[src/rtl/carfield_domain_seq.sv]
// Per-domain power sequencer: clock settle, reset release, de-isolation; reverse order with iso-ack timeout on power-down.
// Latency: all outputs registered from next state (Moore, 1 cycle); no backpressure, requests are re-evaluated only in OFF/ACTIVE.
module carfield_domain_seq #(
    parameter int unsigned NumDomains      = 6,
    parameter int unsigned ClkSettleCycles = 4,
    parameter int unsigned RstHoldCycles   = 8,
    parameter int unsigned IsoTimeout      = 256,
    localparam int unsigned MaxCnt0 = (ClkSettleCycles > RstHoldCycles) ? ClkSettleCycles : RstHoldCycles,
    localparam int unsigned MaxCnt  = (MaxCnt0 > IsoTimeout) ? MaxCnt0 : IsoTimeout,
    localparam int unsigned CntWidth = $clog2(MaxCnt + 1)
) (
    input  logic                  clk_i,
    input  logic                  rst_ni,
    input  logic [NumDomains-1:0] domain_en_i,
    input  logic [NumDomains-1:0] iso_ack_i,
    input  logic [NumDomains-1:0] err_clr_i,
    output logic [NumDomains-1:0] domain_clk_en_o,
    output logic [NumDomains-1:0] domain_rst_no,
    output logic [NumDomains-1:0] iso_req_o,
    output logic [NumDomains-1:0] active_o,
    output logic [NumDomains-1:0] busy_o,
    output logic [NumDomains-1:0] timeout_err_o
);

    typedef enum logic [2:0] {
        S_OFF      = 3'd0,
        S_CLK_ON   = 3'd1,
        S_RST_REL  = 3'd2,
        S_ACTIVE   = 3'd3,
        S_ISOLATE  = 3'd4,
        S_RST_HOLD = 3'd5
    } state_e;

    localparam logic [CntWidth-1:0] SettleLast = CntWidth'(ClkSettleCycles - 1);
    localparam logic [CntWidth-1:0] HoldLast   = CntWidth'(RstHoldCycles - 1);
    localparam logic [CntWidth-1:0] IsoLast    = CntWidth'(IsoTimeout - 1);

    state_e                state_q [NumDomains];
    state_e                state_d [NumDomains];
    logic   [CntWidth-1:0] cnt_q   [NumDomains];
    logic   [CntWidth-1:0] cnt_d   [NumDomains];

    logic [NumDomains-1:0] clk_en_q, clk_en_d;
    logic [NumDomains-1:0] rst_n_q, rst_n_d;
    logic [NumDomains-1:0] iso_q, iso_d;
    logic [NumDomains-1:0] active_q, active_d;
    logic [NumDomains-1:0] busy_q, busy_d;
    logic [NumDomains-1:0] err_q, err_d;

    always_comb begin
        clk_en_d = '0;
        rst_n_d  = '0;
        iso_d    = '1;
        active_d = '0;
        busy_d   = '0;
        err_d    = err_q & ~err_clr_i;
        for (int i = 0; i < NumDomains; i++) begin
            state_d[i] = state_q[i];
            // Saturating count; every timed state clears it on entry.
            cnt_d[i]   = (cnt_q[i] == '1) ? cnt_q[i] : cnt_q[i] + 1'b1;
            case (state_q[i])
                S_OFF: begin
                    if (domain_en_i[i]) begin
                        state_d[i] = S_CLK_ON;
                        cnt_d[i]   = '0;
                    end
                end
                S_CLK_ON: begin
                    if (cnt_q[i] == SettleLast) state_d[i] = S_RST_REL;
                end
                S_RST_REL: state_d[i] = S_ACTIVE;
                S_ACTIVE: begin
                    if (!domain_en_i[i]) begin
                        state_d[i] = S_ISOLATE;
                        cnt_d[i]   = '0;
                    end
                end
                S_ISOLATE: begin
                    if (iso_ack_i[i] || cnt_q[i] == IsoLast) begin
                        state_d[i] = S_RST_HOLD;
                        cnt_d[i]   = '0;
                        if (!iso_ack_i[i]) err_d[i] = 1'b1;
                    end
                end
                S_RST_HOLD: begin
                    if (cnt_q[i] == HoldLast) state_d[i] = S_OFF;
                end
                default: state_d[i] = S_OFF;
            endcase

            clk_en_d[i] = (state_d[i] != S_OFF);
            rst_n_d[i]  = (state_d[i] == S_RST_REL) || (state_d[i] == S_ACTIVE) ||
                          (state_d[i] == S_ISOLATE);
            iso_d[i]    = (state_d[i] != S_ACTIVE);
            active_d[i] = (state_d[i] == S_ACTIVE);
            busy_d[i]   = (state_d[i] != S_OFF) && (state_d[i] != S_ACTIVE);
        end
    end

    always_ff @(posedge clk_i or negedge rst_ni) begin
        if (!rst_ni) begin
            for (int i = 0; i < NumDomains; i++) begin
                state_q[i] <= S_OFF;
                cnt_q[i]   <= '0;
            end
            clk_en_q <= '0;
            rst_n_q  <= '0;
            iso_q    <= '1;
            active_q <= '0;
            busy_q   <= '0;
            err_q    <= '0;
        end else begin
            for (int i = 0; i < NumDomains; i++) begin
                state_q[i] <= state_d[i];
                cnt_q[i]   <= cnt_d[i];
            end
            clk_en_q <= clk_en_d;
            rst_n_q  <= rst_n_d;
            iso_q    <= iso_d;
            active_q <= active_d;
            busy_q   <= busy_d;
            err_q    <= err_d;
        end
    end

    assign domain_clk_en_o = clk_en_q;
    assign domain_rst_no   = rst_n_q;
    assign iso_req_o       = iso_q;
    assign active_o        = active_q;
    assign busy_o          = busy_q;
    assign timeout_err_o   = err_q;

endmodule

[config.mk]
export PLATFORM = sky130hd
export DESIGN_NAME = carfield_domain_seq
export DESIGN_NICKNAME = d
export VERILOG_FILES = /design/src/rtl/carfield_domain_seq.sv
export SDC_FILE = /design/constraint.sdc
export NUM_CORES = 1
export LEC_CHECK = 0
export BUFFER_PORTS_ARGS = -buffer_cell sky130_fd_sc_hd__buf_4
export CAP_MARGIN = 40
export CORE_UTILIZATION = 60
export CTS_BUF_LIST = sky130_fd_sc_hd__clkbuf_4 sky130_fd_sc_hd__clkbuf_8 sky130_fd_sc_hd__clkbuf_16
export CTS_CLUSTER_DIAMETER = 100
export CTS_CLUSTER_SIZE = 25
export DETAILED_ROUTE_END_ITERATION = 8
export PLACE_DENSITY = 0.87
export SYNTH_ARGS = -nofsm -noshare
export SYNTH_HDL_FRONTEND = slang
export SYNTH_SLANG_ARGS = --single-unit
[constraint.sdc]
create_clock -name clk_i -period 3 [get_ports clk_i]
set_input_delay 0.3 -clock clk_i [delete_from_list [all_inputs] [get_ports clk_i]]
set_output_delay 0.3 -clock clk_i [all_outputs]
set_load 0.01 [all_outputs]
Yosys cells after proc, flatten, opt, wreduce, memory -nomap -nowiden --
Cells that the tools add are included.
Cells by class: $add $sub $neg 6, equality and inequality tests 78, multiplexer cells 84, bitwise gates (word level) 2, reductions and logical operators 36
Operator list (count):
- $mux 9 | 24
- $pmux 9 s3 | 6
- $pmux 3 s6 | 6
- $mux 3 | 30
- $eq 3x2->1 const B | 24
- $add 9x1->9 const B | 6
- $eq 3x3->1 const B | 18
- $eq 9x2->1 const B | 6
- $eq 9x3->1 const B | 6
- $eq 9x8->1 const B | 6
- $eq 9x9->1 const B | 6
- $eq 3x1->1 const B | 6
- $logic_not 3->1 | 6
- $logic_or 1x1->1 | 18
- $mux 1 | 18
- $ne 3x2->1 const B | 6
- $reduce_bool 3->1 | 6
- $and 6x6->6 | 1
- $logic_and 1x1->1 | 6
- $not 6->6 | 1
Word-level totals: flip-flop bits (word level) 108

Longest topological paths before layout --
Gate-level depths: netlist of the first run.
word-level depth 7, mapped depth 6, gate-level depth less buffers 6

Worst setup path after synthesis of the first run --
No wires, ideal clock.
path type flip-flop to flip-flop, start reg cnt_q[8] in the netlist's numbering, end reg rst_n_q[5] (netlist: domain_rst_no[5]), arrival time 1.701 ns, required time 2.880 ns, path slack 1.179 ns, stages on the path, launching flop included 5, path buffers 0, clock period less this slack 1.821 ns, cells stage by stage dfrtp_1 or4_4 o41a_1 or2_4 a31o_1
RTL lines:
- start, declared | line 40 | logic [CntWidth-1:0] cnt_q [NumDomains];
- start signal, assigned by index | line 115 | cnt_q[i] <= cnt_d[i];
- end signal, assigned | line 118 | rst_n_q <= rst_n_d;
- end, declared | line 44 | logic [NumDomains-1:0] rst_n_q, rst_n_d;

==> results of run 1 <==
==> worst min path at each step <==
stage,startpoint,end,slack [ns],depth (start not counted)
finish,err_clr_i[4],timeout_err_o[4],0.09,2
global route,err_clr_i[4],timeout_err_o[4],0.08,2
CTS,err_clr_i[4],timeout_err_o[4],0.08,2
floorplan,rst_ni,active_o[0],0.004,0
global placement,rst_ni,cnt_q[25],0.38,1
detailed placement,rst_ni,cnt_q[25],0.39,1
==> cells in the final DEF, fill, tap and decap left out, drive strengths merged, types with 17 or more instances in the layout <==
cell type | Yosys | layout
nand2 | 30 | 30
inv | 26 | 28
nand3 | 24 | 24
xnor2 | 19 | 19
nand4 | 17 | 17
nor2b | 19 | 19
nor3 | 19 | 19
nor2 | 64 | 64
dfrtp | 102 | 102
buf | 2 | 58
==> final cells by class <==
class	count	area [µm²]
clock inverter	4	55.1
inverter	26	97.6
clock buffer	12	153
sequential	108	2710
multi-input combinational	407	2590
fill	650	2570
tap	108	135
timing repair buffer	59	445
==> flip-flops by register name, indices dropped and copies added (netlist names) <==
signal and cells:
domain_rst_no 6, busy_o 6, state_q 18, timeout_err_o 6, iso_req_o 6, domain_clk_en_o 6, cnt_q 54, active_o 6
==> worst reg2reg max path, delay by kind of cell (launching register included) <==
family          cells  cell delay [ns]
flops               1             0.43
compound gates      2             0.58
simple gates        2             0.81
==> power groups by stage <==
stage | sequential [mW] | combinational (mW) | clock [mW]
floorplan | 2.34 | 1.55 | 0
global route | 2.59 | 2.22 | 0.993
detailed placement | 2.51 | 1.92 | 0
finish | 2.51 | 1.95 | 0.916
global placement | 2.47 | 1.82 | 0
CTS | 2.50 | 1.95 | 0.940
==> per-stage QoR <==
| stage | util (%) | setup slack [ns] |
|---|---|---|
| after floorplan | - | 1.18 |
| after global placement | 68.2 | 1.14 |
| after detailed placement | 68.2 | 1.10 |
| after CTS | 70.6 | 1.09 |
| after global routing | 70.6 | 0.928 |
| final | 70.6 | 1.09 |
==> cell families (layout without fill, tap and decap cells) <==
kind of cell	Yosys count	after routing	synth area share, %
buffers and inverters	40	101	2.80
xor gates and xnor gates	28	28	4.49
muxes	8	8	1.47
AOI/OAI and AO/OA	105	105	14.3
and+or+nand+nor	258	258	25.4
DFF	108	108	49.7
adders and majority gates	8	8	1.83
==> synth_stat cells (3+ instances only) <==
cell type / number / share of area (%)
nor4_1: 5 / 0.57
o2bb2ai_1: 4 / 0.64
nand3_1: 24 / 2.2
dfrtp_1: 102 / 47
nor4bb_1: 3 / 0.55
o32ai_1: 5 / 0.80
or2_2: 10 / 1.1
or3_1: 7 / 0.80
inv_1: 26 / 1.8
o21ai_0: 11 / 1.0
nor2b_1: 19 / 2.2
nand2b_1: 16 / 1.8
dfstp_2: 6 / 2.9
a41oi_1: 10 / 1.6
mux2i_1: 8 / 1.5
xnor2_1: 19 / 3.0
or3b_2: 3 / 0.48
o21a_1: 5 / 0.69
and2_1: 14 / 1.6
a221oi_1: 4 / 0.64
and3_1: 6 / 0.69
nor3b_1: 5 / 0.69
and4_1: 5 / 0.80
a21o_1: 5 / 0.69
xor2_1: 9 / 1.4
clkbuf_1: 12 / 0.83
a31oi_1: 12 / 1.4
a21oi_1: 11 / 1.0
nor3_1: 19 / 1.7
a31o_2: 6 / 0.96
nand4_1: 17 / 1.9
nor4b_1: 3 / 0.48
a311oi_1: 5 / 0.80
ha_1: 8 / 1.8
nor2_1: 64 / 4.4
nand2_1: 30 / 2.1
a211oi_1: 7 / 0.96
==> layer usage <==
layer / GRT usage [%] / wire, µm / vias up
met4: 9.39 / 124 / 0
met5: 0 / 0 / -
met1: 31.0 / 4810 / 2141
met2: 43.0 / 5720 / 112
met3: 3.17 / 405 / 15
li1: - / - / 2141
==> flow_metrics.env, run 1 <==
export IMPL_max_freq_ghz=0.523
export IMPL_hpwl_um=7870
export IMPL_io_pins=56
export IMPL_p_leak_nw=2.70
export IMPL_seq_area_frac_synth_pct=49.7
export IMPL_postCtsSetupBuffers=0
export IMPL_finalPower_mw=5.38
export IMPL_end_kind="flip-flop"
export IMPL_wire_per_inst_um=15.3
export IMPL_placed_cells=707
export IMPL_drc=0
export IMPL_drtIter0Drc=298
export IMPL_place_congestion=0.872
export IMPL_hold_slack_ns=0.0921
export IMPL_drive_above_1_share_pct=16.4
export IMPL_hold_viol=0
export IMPL_vias_per_cell=6.09
export IMPL_p_switching_mw=2.12
export IMPL_die_area_um2=9480
export IMPL_rsz0062_at_grt="no"
export IMPL_finalNetCount=639
export IMPL_cts_root_buf="clkbuf_8"
export IMPL_synthArstFlopShare_pct=100
export IMPL_die_w_um=97.4
export IMPL_cp_depth=4
export IMPL_grt_use_total_pct=24.5
export IMPL_r2r_setup_slack_ns=1.09
export IMPL_cts_htree_levels=3
export IMPL_worst_pin_slew_ns=0.696
export IMPL_cp_arrival_ns=2.18
export IMPL_slew_headroom_pct=53.6
export IMPL_max_cap_violations=0
export IMPL_cts_resized_gates=0
export IMPL_maxSlewViolCount=0
export IMPL_synth_flop_cell="dfrtp_1"
export IMPL_coreArea_um2=8760
export IMPL_fin_skew_ns=0.0157
export IMPL_setup_tns_ns=0
export IMPL_antenna_found_initial=0
export IMPL_reg2reg_depth=4
export IMPL_ir_drop_mv=0.429
export IMPL_r2r_end="domain_rst_no[5]"
export IMPL_worstPathCellList="or4_4 -> o41a_1 -> or2_4 -> a31o_1"
export IMPL_required_ns=3.27
export IMPL_synth_area_um2=5460
export IMPL_cts_sinks=108
export IMPL_pwr_share_clk_pct=17.0
export IMPL_via_count=4409
export IMPL_slowest_stage="or4_4"
export IMPL_ys_seq_elements=108
export IMPL_wl_um=11100
export IMPL_cts_tree="yes"
export IMPL_cp_endpoint="domain_rst_no[5]"
export IMPL_syn_inst=555
export IMPL_fin_crit_sh_pct=63.8
export IMPL_rows=34
export IMPL_die_h_um=97.4
export IMPL_cp_top_family="simple AND/OR/NAND/NOR gates"
export IMPL_worstSetupStartpointType="flip-flop"
export IMPL_fin_area_um2=6190
export IMPL_num_antenna_cells=0
export IMPL_first_global_vias=4357
export IMPL_combPwrFrac_pct=36.3
export IMPL_synth_area_per_cell_um2=9.83
export IMPL_synth_nets=583
export IMPL_power_density_nw_per_um2=869
export IMPL_cts_buffer_depth=2
export IMPL_rr_startpoint="cnt_q[6]"
export IMPL_cp_max_fo=4
export IMPL_clk_pin_slew_worst_paths_ns=0.10
export IMPL_grt_max_degree=58
export IMPL_power_internal_mw=3.25
export IMPL_initial_core_util_pct=62.3
export IMPL_synth_edff_count=0
export IMPL_setup_viol=0
export IMPL_ys_warn_count=0
export IMPL_slowest_delay_ns=0.56
export IMPL_seqPwrFrac_pct=46.7
export IMPL_ys_types=60
export IMPL_outcome="complete, no violations"
export IMPL_area_growth_pct=13.4
export IMPL_portBuffers=55
export IMPL_numCtsBuffers=9
export IMPL_place_area_um2=5970
export IMPL_grt_ovfl_total=0
export IMPL_p_sw_share_pct=39.5
export IMPL_grt_pass1_wl_um=19200
export IMPL_stdcell_count=724
export IMPL_fin_crit_ns=1.91
export IMPL_ant_nets=0
export IMPL_critPathKind="reg2reg"
export IMPL_first_pass_iters=5
export IMPL_critPathLaunch="cnt_q[6]"
export IMPL_insertion_delay_ns=0.36
export IMPL_worst_hold_path_type="in2reg"
export IMPL_crit_buf_inv=0
export IMPL_ctsHoldBuffers=1
Note: power is estimated with default switching activity, not from simulation.
==> run 2, diff against run 1 <==
CORE_UTILIZATION = 59   (was 60)
PLACE_DENSITY = 0.86   (was 0.87)
clock period = 1.94 ns   (was 3 ns; I/O delays follow)
==> flow_metrics.env, run 2 (synthesis results as in run 1) <==
export IMPL_grt_max_degree=36
export IMPL_ir_drop_mv=0.627
export IMPL_wl_um=11100
export IMPL_cts_tree="yes"
export IMPL_via_count=4510
export IMPL_setup_tns_ns=0
export IMPL_max_freq_ghz=0.536
export IMPL_fin_crit_ns=1.86
export IMPL_max_cap_violations=0
export IMPL_hold_viol=0
export IMPL_clk_pin_slew_worst_paths_ns=0.11
export IMPL_critPathKind="reg2reg"
export IMPL_worst_hold_path_type="in2reg"
export IMPL_rr_startpoint="cnt_q[6]"
export IMPL_end_kind="flip-flop"
export IMPL_portBuffers=55
export IMPL_drive_above_1_share_pct=18.9
export IMPL_grt_ovfl_total=0
export IMPL_hpwl_um=7950
export IMPL_cts_root_buf="clkbuf_8"
export IMPL_ant_nets=0
export IMPL_drc=2
export IMPL_die_h_um=98.2
export IMPL_r2r_setup_slack_ns=0.08
export IMPL_grt_pass1_wl_um=19300
export IMPL_finalPower_mw=8.52
export IMPL_crit_buf_inv=0
export IMPL_place_congestion=0.914
export IMPL_postLayoutCoreUtil_pct=72.2
export IMPL_placed_cells=721
export IMPL_top_usage_layer="met2"
export IMPL_drtIter0Drc=230
export IMPL_slew_headroom_pct=66.3
export IMPL_io_pins=56
export IMPL_required_ns=2.21
export IMPL_finalNetCount=658
export IMPL_reg2reg_depth=4
export IMPL_maxSlewViolCount=0
export IMPL_initial_core_util_pct=61.7
export IMPL_cp_top_family="simple AND/OR/NAND/NOR gates"
export IMPL_critPathLaunch="cnt_q[6]"
export IMPL_fin_skew_ns=0.0168
export IMPL_coreArea_um2=8850
export IMPL_stdcell_count=743
export IMPL_rows=34
export IMPL_cts_htree_levels=3
export IMPL_vias_per_cell=6.07
export IMPL_die_area_um2=9640
export IMPL_grt_use_total_pct=24.6
export IMPL_area_growth_pct=17.0
export IMPL_violations="design-rule violations"
export IMPL_top_regs="cnt_q x54, state_q x18"
export IMPL_grt_use_met2_pct=41.0
export IMPL_setup_viol=0
export IMPL_wire_per_inst_um=14.9
export IMPL_cp_depth=4
export IMPL_top_register="cnt_q"
export IMPL_cp_arrival_ns=2.13
export IMPL_power_density_nw_per_um2=1330
export IMPL_num_antenna_cells=0
export IMPL_die_w_um=98.2
export IMPL_fin_crit_sh_pct=96.1
export IMPL_cp_endpoint="domain_rst_no[5]"
export IMPL_grt_util_met1_pct=32.6
export IMPL_p_leak_nw=2.81
export IMPL_largest_reg_flops=54
export IMPL_hold_depth=3
export IMPL_r2r_end="domain_rst_no[5]"
export IMPL_final_cell_mix="dfrtp_1, buf_4, nor2_1"
export IMPL_final_common_cell="dfrtp_1"
export IMPL_worstSetupStartpointType="flip-flop"
export IMPL_setup_ws_ns=0.0754
export IMPL_worstPathCellList="or4_4 -> o41a_1 -> or2_4 -> a31o_1"
export IMPL_numCtsBuffers=9
export IMPL_cts_buffer_depth=2
export IMPL_cts_sinks=108
export IMPL_first_global_vias=4246
export IMPL_rsz0062_at_grt="no"
export IMPL_slowest_delay_ns=0.55
export IMPL_outcome="complete, but fails checks"
export IMPL_first_pass_iters=9
export IMPL_cp_max_fo=4
export IMPL_use_met3_pct=4.08
export IMPL_worst_pin_slew_ns=0.499
export IMPL_slowest_stage="or4_4"
export IMPL_antenna_found_initial=0
export IMPL_insertion_delay_ns=0.38
export IMPL_place_ws_ns=0.0380
==> run 2: metrics by stage <==
| step | cell area [µm²] | hold slack, ns |
|---|---|---|
| final | 6380 | 0.120 |
| after global routing | 6380 | 0.134 |
| after CTS | 6360 | 0.114 |
| after detailed placement | 6090 | 0.175 |
| after global placement | 6090 | 0.161 |
| after floorplan | 5460 | -0.102 |
==> run 2: metal layers <==
layer  vias up  wire length [µm]
li1       2174                 -
met1      2190              4930
met2       129              5530
met3        17               452
met4         0               167
met5         -                 0
==> run 2: layout make-up <==
cell class                      count  area (µm²)
Sequential cell                   108        2710
Multi-Input combinational cell    407        2620
Fill cell                         622        2460
Timing Repair Buffer               78         613
Clock buffer                       11         139
Tap cell                          108         135
Inverter                           26        97.6
Clock inverter                      5        67.6
==> run 2: worst min-delay path: cells and delay by family <==
kind,cells,cell delay [ns]
buffers and inverters,1,0.10
and+or+nand+nor,2,0.19
==> run 2: report_power, final <==
part           switching (mW)  internal (mW)
clock network           0.774          0.648
logic                    1.74           1.57
registers               0.845           2.95
==> run 2: worst min-delay path by stage <==
stage,startpoint,endpoint,slack [ns]
floorplan,rst_ni,active_o[0],-0.10
CTS,domain_en_i[0],iso_req_o[0],0.11
detailed placement,rst_ni,cnt_q[25],0.18
global route,err_clr_i[1],timeout_err_o[1],0.13
global placement,rst_ni,cnt_q[25],0.16
finish,domain_en_i[0],iso_req_o[0],0.12
==> run 2: timing repair <==
item                                    4_1_cts  5_1_grt
buffers inserted                              0        0
hold buffers                                  6        0
endpoints found under the setup margin        0       13
gates resized for setup                       0        5
hold endpoints to repair                     32        0
==> run 3, diff against run 2 <==
CORE_ASPECT_RATIO = 1.5   (was default)
==> flow_metrics.env, run 3 (synthesis results as in run 1) <==
export IMPL_maxSlewViolCount=0
export IMPL_wl_met1_um=4640
export IMPL_largest_reg_flops=54
export IMPL_slowest_delay_ns=0.45
export IMPL_die_w_um=80.5
export IMPL_grt_ovfl_total=0
export IMPL_r2r_setup_slack_ns=0.07
export IMPL_final_cell_mix="dfrtp_1, buf_4, nor2_1"
export IMPL_postLayoutCoreUtil_pct=72.5
export IMPL_die_h_um=120
export IMPL_pwr_share_clk_pct=19.0
export IMPL_setup_ws_ns=0.0678
export IMPL_drtIter0Drc=195
export IMPL_area_growth_pct=18.0
export IMPL_seqPwrFrac_pct=42.2
export IMPL_vias_per_cell=6.07
export IMPL_grt_pass1_wl_um=19900
export IMPL_dr_wl_met3_um=360
export IMPL_wl_met2_um=6590
export IMPL_highest_signal_layer="met4"
export IMPL_slowest_stage="dfrtp_1"
export IMPL_initial_core_util_pct=61.5
export IMPL_max_freq_ghz=0.534
export IMPL_outcome="complete, no violations"
export IMPL_rows=42
export IMPL_portBuffers=55
export IMPL_power_density_nw_per_um2=1390
export IMPL_slew_headroom_pct=57.4
export IMPL_cts_buffer_depth=2
export IMPL_grt_max_degree=64
export IMPL_antenna_found_initial=0
export IMPL_ant_nets=0
export IMPL_hp_start="err_clr_i[3]"
export IMPL_fin_crit_sh_pct=96.5
export IMPL_first_global_vias=4503
export IMPL_crit_buf_inv=1
export IMPL_setup_viol=0
export IMPL_fin_skew_ns=0.00499
export IMPL_p_leak_nw=2.83
export IMPL_combPwrFrac_pct=38.8
export IMPL_fill_cells=626
export IMPL_p_switching_mw=3.42
export IMPL_top_register="cnt_q"
export IMPL_power_internal_mw=5.50
export IMPL_cts_tree="yes"
export IMPL_cts_root_buf="clkbuf_16"
export IMPL_r2r_end="busy_o[4]"
export IMPL_critPathKind="reg2reg"
export IMPL_ir_drop_mv=0.686
export IMPL_rr_startpoint="cnt_q[13]"
export IMPL_cts_htree_levels=3
export IMPL_insertion_delay_ns=0.34
export IMPL_drc=0
export IMPL_cts_sinks=108
export IMPL_drive_above_1_share_pct=19.4
export IMPL_io_pins=56
export IMPL_die_area_um2=9650
export IMPL_clk_pin_slew_worst_paths_ns=0.07
export IMPL_cp_max_fo=6
export IMPL_numCtsBuffers=9
export IMPL_place_ws_ns=0.0525
export IMPL_finalPower_mw=8.92
export IMPL_worstSetupStartpointType="flip-flop"
export IMPL_wire_per_inst_um=15.9
export IMPL_cp_arrival_ns=2.06
export IMPL_reg2reg_depth=5
export IMPL_num_antenna_cells=0
export IMPL_p_sw_share_pct=38.3
export IMPL_worst_pin_slew_ns=0.623
export IMPL_wl_um=11900
export IMPL_via_count=4515
export IMPL_grt_use_total_pct=26.4
export IMPL_place_congestion=0.884
export IMPL_worstPathCellList="nor4_1 -> buf_4 -> o2111ai_1 -> a22oi_2 -> a41oi_1"
export IMPL_hpwl_um=8440
export IMPL_finalNetCount=658
export IMPL_hold_viol=0
export IMPL_worst_hold_path_type="in2reg"
export IMPL_hold_end="timeout_err_o[3]"
export IMPL_end_kind="flip-flop"
export IMPL_top_regs="cnt_q x54, state_q x18"
export IMPL_max_cap_violations=0
export IMPL_required_ns=2.13
export IMPL_first_pass_iters=4
export IMPL_coreArea_um2=8880
export IMPL_fin_crit_ns=1.87
export IMPL_hold_depth=2
export IMPL_cp_top_family="compound AO/OA/AOI/OAI gates"
export IMPL_final_common_cell="dfrtp_1"
-- run 3: cell types whose count changed in the layout (fill, tap and decap cells not counted), sizes merged --
cell,change
buf,+5
dlygate4sd3,-5
inv,-3
clkinvlp,+2
bufinv,-1
clkbuf,+1
-- run 3: worst max path at each step --
stage / startpoint / endpoint / slack [ns] / depth (start not counted)
finish: cnt_q[13] / busy_o[4] / 0.07 / 5
global placement: cnt_q[6] / domain_rst_no[5] / 0.1 / 4
detailed placement: cnt_q[27] / busy_o[2] / 0.05 / 5
CTS: cnt_q[6] / domain_rst_no[5] / 0.04 / 4
floorplan: cnt_q[8] / domain_rst_no[5] / 0.12 / 4
global route: cnt_q[12] / busy_o[4] / -0.06 / 5
-- run 3: layer usage --
metal	vias up	track usage, %
met5	-	0
met4	0	10.7
met2	101	48.4
li1	2180	-
met3	25	4.03
met1	2209	29.7
-- run 3: layout make-up --
cell class	count	area, µm²	area share [%]
sequential	108	2710	42.1
multi-input combinational	407	2620	40.6
timing repair buffer	78	601	9.33
clock buffer	12	254	3.94
tap	110	138	2.14
inverter	26	97.6	1.52
clock inverter	3	23.8	0.369
-- run 3: through the flow --
stage	std cells	instance area [µm²]	setup TNS [ns]	hold WS, ns
floorplan	555	5460	0	-0.102
global placement	727	6120	0	0.0787
detailed placement	727	6120	0	0.0814
CTS	743	6410	0	0.0225
global route	744	6440	-0.0615	0.0330
finish	744	6440	0	0.0311
-- run 3: power by group through the flow --
| stage | clock network (mW) | registers, mW | logic [mW] |
|---|---|---|---|
| floorplan | 0 | 3.61 | 2.40 |
| global placement | 0 | 3.72 | 3.18 |
| detailed placement | 0 | 3.77 | 3.36 |
| CTS | 1.74 | 3.75 | 3.41 |
| global route | 1.81 | 3.87 | 3.88 |
| finish | 1.70 | 3.77 | 3.46 |
-- run 3: timing repair --
action / CTS / global route
setup endpoints to repair: 0 / 18
gates resized for setup: 0 / 5
hold endpoints to repair: 15 / 0
buffers inserted: 0 / 1
hold buffers: 1 / 0
